**config.mk**
```make
export PLATFORM = sky130hd
export DESIGN_NAME = ysyx_22040895_rf_wb_sched_flat
export DESIGN_NICKNAME = d
export VERILOG_FILES = /design/src/rtl/ysyx_22040895_rf_wb_sched_if.sv /design/src/rtl/ysyx_22040895_rf_wb_sched.sv /design/src/flat_wrapper.sv
export SDC_FILE = /design/constraint.sdc
export NUM_CORES = 1
export LEC_CHECK = 0
export CELL_PAD_IN_SITES_DETAIL_PLACEMENT = 2
export CELL_PAD_IN_SITES_GLOBAL_PLACEMENT = 2
export CORE_ASPECT_RATIO = 1.2
export CORE_UTILIZATION = 30
export DETAILED_ROUTE_END_ITERATION = 8
export PLACE_DENSITY_LB_ADDON = 0.1
export SLEW_MARGIN = 20
export SYNTH_ARGS = -nofsm -noshare
export SYNTH_HDL_FRONTEND = slang
export SYNTH_SLANG_ARGS = --single-unit
```
**constraint.sdc**
```tcl
create_clock -name clk -period 5.34 [get_ports clk]
set_clock_uncertainty 0.05 [all_clocks]
set_input_delay 0.801 -clock clk [delete_from_list [all_inputs] [get_ports clk]]
set_output_delay 0.801 -clock clk [all_outputs]
set_load 0.02 [all_outputs]
```
**src/rtl/ysyx_22040895_rf_wb_sched_if.sv**
```systemverilog
// Bundle of issue, source-query, EXU/LSU write-back and regfile write-port signals
// shared by the write-back scheduler (slave) and its surrounding pipeline (master).
interface ysyx_22040895_rf_wb_sched_if #(
  parameter int XLEN = 64,
  parameter int AW   = 5
);
  logic            iss_valid_i;
  logic [AW-1:0]   iss_rd_i;
  logic            iss_ready_o;

  logic [AW-1:0]   rs1_i;
  logic [AW-1:0]   rs2_i;
  logic            rs1_busy_o;
  logic            rs2_busy_o;

  logic            exu_valid_i;
  logic [AW-1:0]   exu_rd_i;
  logic [XLEN-1:0] exu_wdata_i;
  logic            exu_ready_o;

  logic            lsu_valid_i;
  logic [AW-1:0]   lsu_rd_i;
  logic [XLEN-1:0] lsu_wdata_i;
  logic            lsu_ready_o;

  logic            rf_we_o;
  logic [AW-1:0]   rf_waddr_o;
  logic [XLEN-1:0] rf_wdata_o;
  logic            idle_o;

  modport slave (
    input  iss_valid_i, iss_rd_i, rs1_i, rs2_i,
    input  exu_valid_i, exu_rd_i, exu_wdata_i,
    input  lsu_valid_i, lsu_rd_i, lsu_wdata_i,
    output iss_ready_o, rs1_busy_o, rs2_busy_o,
    output exu_ready_o, lsu_ready_o,
    output rf_we_o, rf_waddr_o, rf_wdata_o, idle_o
  );

  modport master (
    output iss_valid_i, iss_rd_i, rs1_i, rs2_i,
    output exu_valid_i, exu_rd_i, exu_wdata_i,
    output lsu_valid_i, lsu_rd_i, lsu_wdata_i,
    input  iss_ready_o, rs1_busy_o, rs2_busy_o,
    input  exu_ready_o, lsu_ready_o,
    input  rf_we_o, rf_waddr_o, rf_wdata_o, idle_o
  );
endinterface

```
**src/rtl/ysyx_22040895_rf_wb_sched.sv**
```systemverilog
// Write-back scheduler + per-GPR pending-write scoreboard for the 32x64 regfile.
// Define YSYX_22040895_WB_RR_EN for round-robin EXU/LSU arbitration; default is fixed LSU > EXU.
module ysyx_22040895_rf_wb_sched #(
  parameter int XLEN   = 64,
  parameter int NREG   = 32,
  parameter int PEND_W = 2
) (
  input  logic                         clk,
  input  logic                         rst,
  ysyx_22040895_rf_wb_sched_if.slave   bus
);

  localparam int AW = $clog2(NREG);
  localparam logic [PEND_W-1:0] CNT_MAX = {PEND_W{1'b1}};

  logic [PEND_W-1:0] cnt_q [NREG];
  logic [PEND_W-1:0] cnt_d [NREG];
  logic [NREG-1:0]   inc_vec;
  logic [NREG-1:0]   dec_vec;
  logic [NREG-1:0]   nz_vec;

  logic            rf_we_q,    rf_we_d;
  logic [AW-1:0]   rf_waddr_q, rf_waddr_d;
  logic [XLEN-1:0] rf_wdata_q, rf_wdata_d;

  logic            exu_gnt;
  logic            lsu_gnt;
  logic            prio_exu;
  logic            iss_ready;
  logic            iss_fire;

  // ---------------------------------------------------------------------------
  // Arbitration policy
  // ---------------------------------------------------------------------------
`ifdef YSYX_22040895_WB_RR_EN
  // rr_lsu_q = 1 means LSU wins the next contended cycle.
  logic rr_lsu_q, rr_lsu_d;

  assign prio_exu = ~rr_lsu_q;

  always_comb begin
    rr_lsu_d = rr_lsu_q;
    if (bus.exu_valid_i && bus.lsu_valid_i) begin
      rr_lsu_d = exu_gnt;
    end
  end

  always_ff @(posedge clk) begin
    if (!rst) begin
      rr_lsu_q <= 1'b0;
    end else begin
      rr_lsu_q <= rr_lsu_d;
    end
  end
`else
  assign prio_exu = 1'b0;
`endif

  always_comb begin
    exu_gnt = 1'b0;
    lsu_gnt = 1'b0;
    if (rst) begin
      exu_gnt = bus.exu_valid_i && (!bus.lsu_valid_i || prio_exu);
      lsu_gnt = bus.lsu_valid_i && (!bus.exu_valid_i || !prio_exu);
    end
  end

  assign bus.exu_ready_o = exu_gnt;
  assign bus.lsu_ready_o = lsu_gnt;

  // ---------------------------------------------------------------------------
  // Registered regfile write port; x0 writes are swallowed and leave addr/data held
  // ---------------------------------------------------------------------------
  always_comb begin
    rf_we_d    = 1'b0;
    rf_waddr_d = rf_waddr_q;
    rf_wdata_d = rf_wdata_q;
    if (exu_gnt && (bus.exu_rd_i != '0)) begin
      rf_we_d    = 1'b1;
      rf_waddr_d = bus.exu_rd_i;
      rf_wdata_d = bus.exu_wdata_i;
    end else if (lsu_gnt && (bus.lsu_rd_i != '0)) begin
      rf_we_d    = 1'b1;
      rf_waddr_d = bus.lsu_rd_i;
      rf_wdata_d = bus.lsu_wdata_i;
    end
  end

  always_ff @(posedge clk) begin
    if (!rst) begin
      rf_we_q    <= 1'b0;
      rf_waddr_q <= '0;
      rf_wdata_q <= '0;
    end else begin
      rf_we_q    <= rf_we_d;
      rf_waddr_q <= rf_waddr_d;
      rf_wdata_q <= rf_wdata_d;
    end
  end

  assign bus.rf_we_o    = rf_we_q;
  assign bus.rf_waddr_o = rf_waddr_q;
  assign bus.rf_wdata_o = rf_wdata_q;

  // ---------------------------------------------------------------------------
  // Scoreboard
  // ---------------------------------------------------------------------------
  assign iss_ready = rst && ((bus.iss_rd_i == '0) || (cnt_q[bus.iss_rd_i] != CNT_MAX));
  assign iss_fire  = bus.iss_valid_i && iss_ready;
  assign bus.iss_ready_o = iss_ready;

  generate
    for (genvar gi = 0; gi < NREG; gi++) begin : g_sb
      if (gi == 0) begin : g_x0
        assign inc_vec[gi] = 1'b0;
        assign dec_vec[gi] = 1'b0;
      end else begin : g_gpr
        assign inc_vec[gi] = iss_fire && (bus.iss_rd_i == AW'(gi));
        assign dec_vec[gi] = rf_we_q && (rf_waddr_q == AW'(gi));
      end
      assign nz_vec[gi] = (cnt_q[gi] != '0);
    end
  endgenerate

  // Simultaneous set/clear cancels; clearing an idle counter is ignored rather than wrapping.
  always_comb begin
    for (int i = 0; i < NREG; i++) begin
      cnt_d[i] = cnt_q[i];
      if (inc_vec[i] && !dec_vec[i]) begin
        cnt_d[i] = cnt_q[i] + 1'b1;
      end else if (dec_vec[i] && !inc_vec[i] && (cnt_q[i] != '0)) begin
        cnt_d[i] = cnt_q[i] - 1'b1;
      end
    end
  end

  always_ff @(posedge clk) begin
    if (!rst) begin
      for (int i = 0; i < NREG; i++) begin
        cnt_q[i] <= '0;
      end
    end else begin
      cnt_q <= cnt_d;
    end
  end

  assign bus.rs1_busy_o = rst && (bus.rs1_i != '0) && nz_vec[bus.rs1_i];
  assign bus.rs2_busy_o = rst && (bus.rs2_i != '0) && nz_vec[bus.rs2_i];
  assign bus.idle_o     = (nz_vec == '0) && !rf_we_q;

endmodule

```
**src/flat_wrapper.sv**
```systemverilog
// flat-port wrapper written by rule: the top's interface ports become plain ports
module ysyx_22040895_rf_wb_sched_flat 
#(
  parameter int XLEN   = 64,
  parameter int NREG   = 32,
  parameter int PEND_W = 2
)
  (clk, rst, bus_iss_valid_i, bus_iss_rd_i, bus_rs1_i, bus_rs2_i, bus_exu_valid_i, bus_exu_rd_i, bus_exu_wdata_i, bus_lsu_valid_i, bus_lsu_rd_i, bus_lsu_wdata_i, bus_iss_ready_o, bus_rs1_busy_o, bus_rs2_busy_o, bus_exu_ready_o, bus_lsu_ready_o, bus_rf_we_o, bus_rf_waddr_o, bus_rf_wdata_o, bus_idle_o);
  ysyx_22040895_rf_wb_sched_if #(.XLEN(XLEN), .AW(5)) bus_i ();
  input  logic clk;
  input  logic rst;
  input wire logic [$bits(bus_i.iss_valid_i)-1:0] bus_iss_valid_i;
  input wire logic [$bits(bus_i.iss_rd_i)-1:0] bus_iss_rd_i;
  input wire logic [$bits(bus_i.rs1_i)-1:0] bus_rs1_i;
  input wire logic [$bits(bus_i.rs2_i)-1:0] bus_rs2_i;
  input wire logic [$bits(bus_i.exu_valid_i)-1:0] bus_exu_valid_i;
  input wire logic [$bits(bus_i.exu_rd_i)-1:0] bus_exu_rd_i;
  input wire logic [$bits(bus_i.exu_wdata_i)-1:0] bus_exu_wdata_i;
  input wire logic [$bits(bus_i.lsu_valid_i)-1:0] bus_lsu_valid_i;
  input wire logic [$bits(bus_i.lsu_rd_i)-1:0] bus_lsu_rd_i;
  input wire logic [$bits(bus_i.lsu_wdata_i)-1:0] bus_lsu_wdata_i;
  output wire logic [$bits(bus_i.iss_ready_o)-1:0] bus_iss_ready_o;
  output wire logic [$bits(bus_i.rs1_busy_o)-1:0] bus_rs1_busy_o;
  output wire logic [$bits(bus_i.rs2_busy_o)-1:0] bus_rs2_busy_o;
  output wire logic [$bits(bus_i.exu_ready_o)-1:0] bus_exu_ready_o;
  output wire logic [$bits(bus_i.lsu_ready_o)-1:0] bus_lsu_ready_o;
  output wire logic [$bits(bus_i.rf_we_o)-1:0] bus_rf_we_o;
  output wire logic [$bits(bus_i.rf_waddr_o)-1:0] bus_rf_waddr_o;
  output wire logic [$bits(bus_i.rf_wdata_o)-1:0] bus_rf_wdata_o;
  output wire logic [$bits(bus_i.idle_o)-1:0] bus_idle_o;
  assign bus_i.iss_valid_i = bus_iss_valid_i;
  assign bus_i.iss_rd_i = bus_iss_rd_i;
  assign bus_i.rs1_i = bus_rs1_i;
  assign bus_i.rs2_i = bus_rs2_i;
  assign bus_i.exu_valid_i = bus_exu_valid_i;
  assign bus_i.exu_rd_i = bus_exu_rd_i;
  assign bus_i.exu_wdata_i = bus_exu_wdata_i;
  assign bus_i.lsu_valid_i = bus_lsu_valid_i;
  assign bus_i.lsu_rd_i = bus_lsu_rd_i;
  assign bus_i.lsu_wdata_i = bus_lsu_wdata_i;
  assign bus_iss_ready_o = bus_i.iss_ready_o;
  assign bus_rs1_busy_o = bus_i.rs1_busy_o;
  assign bus_rs2_busy_o = bus_i.rs2_busy_o;
  assign bus_exu_ready_o = bus_i.exu_ready_o;
  assign bus_lsu_ready_o = bus_i.lsu_ready_o;
  assign bus_rf_we_o = bus_i.rf_we_o;
  assign bus_rf_waddr_o = bus_i.rf_waddr_o;
  assign bus_rf_wdata_o = bus_i.rf_wdata_o;
  assign bus_idle_o = bus_i.idle_o;
  ysyx_22040895_rf_wb_sched #(.XLEN(XLEN), .NREG(NREG), .PEND_W(PEND_W)) u_core (.clk(clk), .rst(rst), .bus(bus_i));
endmodule
```
==> flow_metrics.env, run 1 <==
export IMPL_cts_tree="yes"
export IMPL_holdBufCountCts=0
export IMPL_leakagePower_nw=4.170
export IMPL_critPathLaunchType="input pin"
export IMPL_die_w_um=150.6
export IMPL_maxCapViolations=0
export IMPL_final_core_util_pct=43.27
export IMPL_yosysSeqAreaShare_pct=33.24
export IMPL_critPathKind="in -> out"
export IMPL_path_clk_slew_ps=60
export IMPL_hp_start="u_core.bus.rf_waddr_o[4]$_SDFFE_PN0P_"
export IMPL_cts_buffers=17
export IMPL_drive_gt1_share_pct=9.858
export IMPL_port_buffers=233
export IMPL_tightest_slew_ps=1025
export IMPL_ys_warn_count=0
export IMPL_fp_dieArea_sq_um=27160
export IMPL_ys_ff_latch=132
export IMPL_synth_edff_count=0
export IMPL_hold_viol=0
export IMPL_rows=64
export IMPL_io_pins=234
export IMPL_ys_flop_type="dfxtp_1"
export IMPL_path_max_fanout=10
export IMPL_maxSlewHeadroom_pct=31.54
export IMPL_synthDistinctLibCells=63
export IMPL_cts_resized=0
export IMPL_syn_area_sq_um=7950
export IMPL_final_nets=1271
export IMPL_clockBufferDepth=2
export IMPL_holdCritPathClass="reg -> reg"
export IMPL_grt_setup_unrepaired="no"
export IMPL_syn_avg_cell_area_sq_um=8.689
export IMPL_htree_levels=4
export IMPL_clock_root_buffer="clkbuf_16"
export IMPL_power_density_nw_per_um2=257.7
export IMPL_post_drt_wl_per_cell_um=22.85
export IMPL_peakVddDrop_mv=0.1834
export IMPL_overflow=0
export IMPL_multi_input_area_sq_um=4989
export IMPL_clk_latency_ps=430
export IMPL_drt_iter0_drc=229
export IMPL_grt_pass1_vias=9111
export IMPL_die_h_um=180.3
export IMPL_finalSetupTns_ps=0
export IMPL_r2r_start="u_core.cnt_q[54]$_SDFFE_PN0P_"
export IMPL_setup_reg_to_reg_worst_slack_ps=2370
export IMPL_gp_routability_congestion=0.8636
export IMPL_num_vias=8161
export IMPL_slew_viol_final=0
export IMPL_syn_num_nets=1073
export IMPL_setup_viol=0
export IMPL_seq_area_sq_um=2643
export IMPL_grt_antenna_before_repair=3
export IMPL_cts_setup_buffers=0
export IMPL_core_area_sq_um=25780
export IMPL_regToRegEndpoint="u_core.cnt_q[53]$_SDFFE_PN0P_"
export IMPL_drc=0
export IMPL_fill_cells=2899
export IMPL_status="finished, final reports clean"
export IMPL_min_path_cells=2
export IMPL_grt_pass1_wl_um=52410
export IMPL_holdPathEnd="u_core.bus.rf_waddr_o[4]$_SDFFE_PN0P_"
export IMPL_dp_hpwl_um=25160
export IMPL_r2r_cells=8
export IMPL_grt_usage_pct=25.35
export IMPL_numClockSinks=132
export IMPL_grt_max_degree=118
export IMPL_fmax_ghz=0.2117
export IMPL_post_route_min_period_ps=4724
export IMPL_routed_wl_um=33270
export IMPL_initial_core_util_pct=30.83
export IMPL_timing_final_crit_share_pct=88.46
export IMPL_n_antenna_cell=0
export IMPL_syn_inst=915
export IMPL_viasPerCell=5.605
export IMPL_cp_required_ps=4490
export IMPL_dr_pass1_iters=4
export IMPL_syn_to_final_growth_pct=40.35
export IMPL_cp_arrival_ps=3870
export IMPL_synthArstFlopShare_pct=0
export IMPL_endpoint_kind="output pin"
export IMPL_ant_nets=0
==> where the power goes <==
part | switching [mW] | total, mW | internal [mW]
sequential | 0.0299 | 1.06 | 1.03
clock | 0.490 | 1.30 | 0.807
combinational | 0.260 | 0.521 | 0.260
total | 0.780 | 2.88 | 2.10
==> layer usage <==
metal | global-route usage [%] | share of wire [%] | vias up
met3 | 10.00 | 9.1 | 44
met4 | 7.760 | 2.0 | 4
met5 | 0 | 0.075 | -
met2 | 43.32 | 49 | 233
li1 | - | - | 3826
met1 | 28.62 | 40 | 4054
==> cells in the mapped netlist (2+ instances only) <==
cell type	count	area [sq um]
or2_2	14	87.58
a211oi_1	88	660.6
o21ai_1	6	30.03
buf_2	6	30.03
nor3b_1	3	22.52
mux4_2	23	518.0
o22ai_1	2	12.51
nor3_2	2	20.02
buf_1	8	30.03
mux2_2	9	101.4
nand3_1	14	70.07
o32ai_1	2	17.52
clkbuf_1	45	168.9
nor4_4	6	127.6
o21ai_0	40	200.2
a21oi_1	53	265.3
a211oi_2	2	25.02
and2_1	14	87.58
nand2b_1	27	168.9
o21bai_1	7	52.55
nand2_1	53	198.9
buf_6	8	90.09
nor2b_1	6	37.54
a22oi_1	4	30.03
o311a_1	10	100.1
a311oi_1	5	43.79
buf_4	2	15.01
and3_1	14	87.58
nor3_1	38	190.2
a31oi_1	8	50.05
o31ai_1	10	75.07
or4_1	6	45.04
nand4_1	4	25.02
nor2_1	119	446.7
o311ai_0	2	17.52
mux2i_1	74	740.7
nor4_1	4	25.02
o21a_1	21	157.7
dfxtp_1	132	2643
==> cell usage in the layout (no fill, tap or decap), types with 4 or more instances in the layout <==
cell,synthesis,routed
clkdlybuf4s50_1,0,233
dfxtp_1,132,132
nor2_1,119,119
a211oi_1,88,88
mux2i_1,74,74
nand2_1,53,53
a21oi_1,53,53
nor3_1,38,38
o21ai_0,40,38
nand2b_1,27,27
mux4_2,23,23
o21a_1,21,21
clkbuf_16,0,17
and2_1,14,14
and3_1,14,14
or2_2,14,14
nand3_1,14,14
buf_4,2,13
o31ai_1,10,10
o311a_1,10,10
mux2_2,9,9
a31oi_1,8,8
o21bai_1,7,7
nor2b_1,6,6
or4_1,6,6
o21ai_1,6,6
nor4_4,6,6
a311oi_1,5,5
nor4_1,4,4
a22oi_1,4,4
nand4_1,4,4
bufinv_16,0,4
==> worst max-delay path, stage by stage <==
cell             delay, ps
clkdlybuf4s50_1        610
buf_4                  290
or2_1                  340
a32o_1                 310
nor4b_1                390
nor3_1                 110
nor3_1                 340
clkdlybuf4s50_1        680
==> layout make-up <==
type                       instances  share of cell area, %
clock buffer                      20                  4.093
clock inverter                    12                  1.592
inverter                           2                0.08971
multi-input combinational        712                  44.71
sequential                       132                  23.68
tap                              330                  3.700
timing repair buffer             248                  22.14
==> registers in the layout, indices dropped and copies added (netlist names) <==
name,flops
u_core.bus.rf_wdata_o,64
u_core.cnt_q,62
u_core.bus.rf_we_o,1
u_core.bus.rf_waddr_o,5
==> worst max-delay path by stage <==
stage                               start         endpoint  slack (ps)
after floorplan              bus_rs1_i[3]   bus_rs1_busy_o        1840
after global placement    bus_iss_rd_i[1]  bus_iss_ready_o         710
after detailed placement  bus_iss_rd_i[2]  bus_iss_ready_o         630
after CTS                 bus_iss_rd_i[1]  bus_iss_ready_o         620
after global routing      bus_iss_rd_i[2]  bus_iss_ready_o         360
final                     bus_iss_rd_i[1]  bus_iss_ready_o         620
==> cell families (layout without fill, tap and decap cells) <==
kind of cell           count (synthesis)  count (layout)  share of synthesized area (%)
flip-flops                           132             132                          33.24
AO/OA/AOI/OAI                        269             269                          22.96
multiplexers                         107             107                          17.30
AND/OR/NAND/NOR                      334             334                          21.99
XOR/XNOR                               2               2                         0.2204
buffers and inverters                 71             282                          4.296
==> stage by stage <==
stage               std cells  power, mW  setup slack, ps  hold slack, ps  area (sq um)
global route             1456      2.989            356.0           489.2         11160
detailed placement       1424      1.600            633.2           445.7         10520
finish                   1456      2.876            616.0           449.8         11160
CTS                      1456      2.911            616.3           456.0         11160
floorplan                 915      1.324             1843           398.3          7950
global placement         1424      1.594            706.3           443.0         10520
Power figures use the tool's default switching activity.
==> run 2: changes to the inputs <==
==> constraint.sdc (replaced) <==
create_clock -name clk -period 5.34 [get_ports clk]
set_clock_uncertainty 0.05 [all_clocks]
set_input_delay 1.335 -clock clk [delete_from_list [all_inputs] [get_ports clk]]
set_output_delay 1.335 -clock clk [all_outputs]
set_load 0.02 [all_outputs]
==> run 2 against run 1 <==
Maximum frequency down 9.8%. Sequential cell count unchanged. Total power down 3.8%. Via count up 1.2%. First-iteration DRC count up 52%. Final cell count up 1.9%. Critical path type unchanged.
==> flow_metrics.env, run 2 (same netlist as run 1, synthesis figures left out) <==
export IMPL_path_cells="clkdlybuf4s50_1 > mux2_4 > a22o_1 > a32o_1 > nor4b_1 > nor3_1 > nor3_1 > dlygate4sd2_1"
export IMPL_grt_setup_unrepaired="no"
export IMPL_maxCapViolations=0
export IMPL_core_area_sq_um=25780
export IMPL_maxSlewHeadroom_pct=30.69
export IMPL_die_h_um=180.3
export IMPL_rows=64
export IMPL_cts_tree="yes"
export IMPL_path_clk_slew_ps=60
export IMPL_critPathKind="in -> out"
export IMPL_viasPerCell=5.565
export IMPL_grt_pass1_vias=9086
export IMPL_largest_register_ffs=64
export IMPL_multi_input_area_sq_um=4994
export IMPL_cp_arrival_ps=3850
export IMPL_slew_viol_final=0
export IMPL_holdBufCountCts=0
export IMPL_leakagePower_nw=4.289
export IMPL_gp_routability_congestion=0.8954
export IMPL_slowest_stage="clkdlybuf4s50_1"
export IMPL_timing_final_crit_share_pct=98.02
export IMPL_cp_required_ps=3950
export IMPL_endpoint_kind="output pin"
export IMPL_final_nets=1298
export IMPL_final_common_cell="clkdlybuf4s50_1"
export IMPL_ant_nets=0
export IMPL_drive_gt1_share_pct=12.07
export IMPL_total_power_mw=2.768
export IMPL_power_density_nw_per_um2=244.2
export IMPL_post_drt_wl_per_cell_um=22.53
export IMPL_cp_slowest_stage_delay_ps=590
export IMPL_cts_setup_buffers=0
export IMPL_layout_setup_ws_ps=105.6
export IMPL_worst_path_dominant_cell_family="buffers and inverters"
export IMPL_port_buffers=233
export IMPL_place_ws_ps=-204.9
export IMPL_drc=0
export IMPL_clockBufferDepth=2
export IMPL_worstSetupStartpoint="bus_iss_rd_i[1]"
export IMPL_holdCritPathClass="reg -> reg"
export IMPL_grt_antenna_before_repair=2
export IMPL_grt_pass1_wl_um=52200
export IMPL_setup_viol=0
export IMPL_crit_buf_inv=2
export IMPL_io_pins=234
export IMPL_num_vias=8258
export IMPL_clock_root_buffer="clkbuf_16"
export IMPL_peakVddDrop_mv=0.1737
export IMPL_fp_dieArea_sq_um=27160
export IMPL_post_route_min_period_ps=5234
export IMPL_r2r_start="u_core.cnt_q[60]$_SDFFE_PN0P_"
export IMPL_fill_cells=2892
export IMPL_final_cell_mix="clkdlybuf4s50_1, dfxtp_1, nor2_1"
export IMPL_dp_hpwl_um=25610
export IMPL_overflow=0
export IMPL_syn_to_final_growth_pct=42.52
export IMPL_grt_usage_pct=25.31
export IMPL_dr_pass1_iters=4
export IMPL_initial_core_util_pct=30.83
export IMPL_cts_buffers=17
export IMPL_status="finished, final reports clean"
export IMPL_drt_iter0_drc=347
export IMPL_hold_viol=0
export IMPL_seq_area_sq_um=2643
export IMPL_routed_wl_um=33440
export IMPL_die_w_um=150.6
export IMPL_tightest_slew_ps=1030
export IMPL_numClockSinks=132
export IMPL_clk_latency_ps=440
export IMPL_path_max_fanout=4
export IMPL_grt_max_degree=112
export IMPL_crit_top_cell="nor3_1"
export IMPL_fmax_ghz=0.1910
export IMPL_hp_start="u_core.cnt_q[36]$_SDFFE_PN0P_"
export IMPL_critPathLaunchType="input pin"
export IMPL_htree_levels=4
[run 2: cell type report]
type                       instances  area share, %
antenna                            2        0.04417
clock buffer                      18          3.788
clock inverter                    13          1.204
inverter                           2        0.08834
multi-input combinational        712          44.07
sequential                       132          23.32
tap                              330          3.644
timing repair buffer             275          23.84
[run 2: path summary, 6_finish.rpt]
path	to	slack, ps	cells past startpoint
hold reg to reg	u_core.cnt_q[36]$_SDFFE_PN0P_	440	1
hold / removal	u_core.cnt_q[36]$_SDFFE_PN0P_	440	1
setup reg to reg	u_core.cnt_q[38]$_SDFFE_PN0P_	2580	9
setup / recovery	bus_iss_ready_o	110	8
[run 2: metal layers]
layer  vias to the layer above  global-route usage [%]  wire [um]
li1                       3888                       -          -
met1                      4095                   29.06      13690
met2                       238                   42.64      16200
met3                        37                   9.595       2826
met4                         0                   8.440        714
met5                         -                       0          0
[run 2: what timing repair did]
| item | 4_1_cts | 5_1_grt |
|---|---|---|
| setup endpoints to repair | 1 | 2 |
| cloned | 0 | 0 |
| pin swaps | 0 | 0 |
| gates resized for setup | 1 | 2 |
| hold endpoints to repair | 0 | 0 |
[run 2: through the flow]
stage | cells | instance area, sq um | util (%) | TNS, ps | hold slack [ps]
detailed placement | 1451 | 10760 | 41.72 | -204.9 | 442.8
floorplan | 915 | 7950 | - | 0 | 398.3
global placement | 1451 | 10750 | 41.70 | -201.3 | 436.9
global route | 1483 | 11330 | 43.93 | 0 | 484.4
finish | 1484 | 11330 | 43.94 | 0 | 443.7
CTS | 1482 | 11320 | 43.91 | 0 | 451.4
[run 2: power breakdown]
group	internal [mW]	leakage, nW	switching [mW]	total [mW]
logic	0.274	2.94	0.267	0.542
clock network	0.682	0.268	0.485	1.17
registers	1.03	1.08	0.0307	1.06
==> run 3: changes to the inputs <==
- TNS_END_PERCENT: unset -> 100
==> results of run 3 <==
No change in the layout: final DEF, timing and power equal those of run 2.
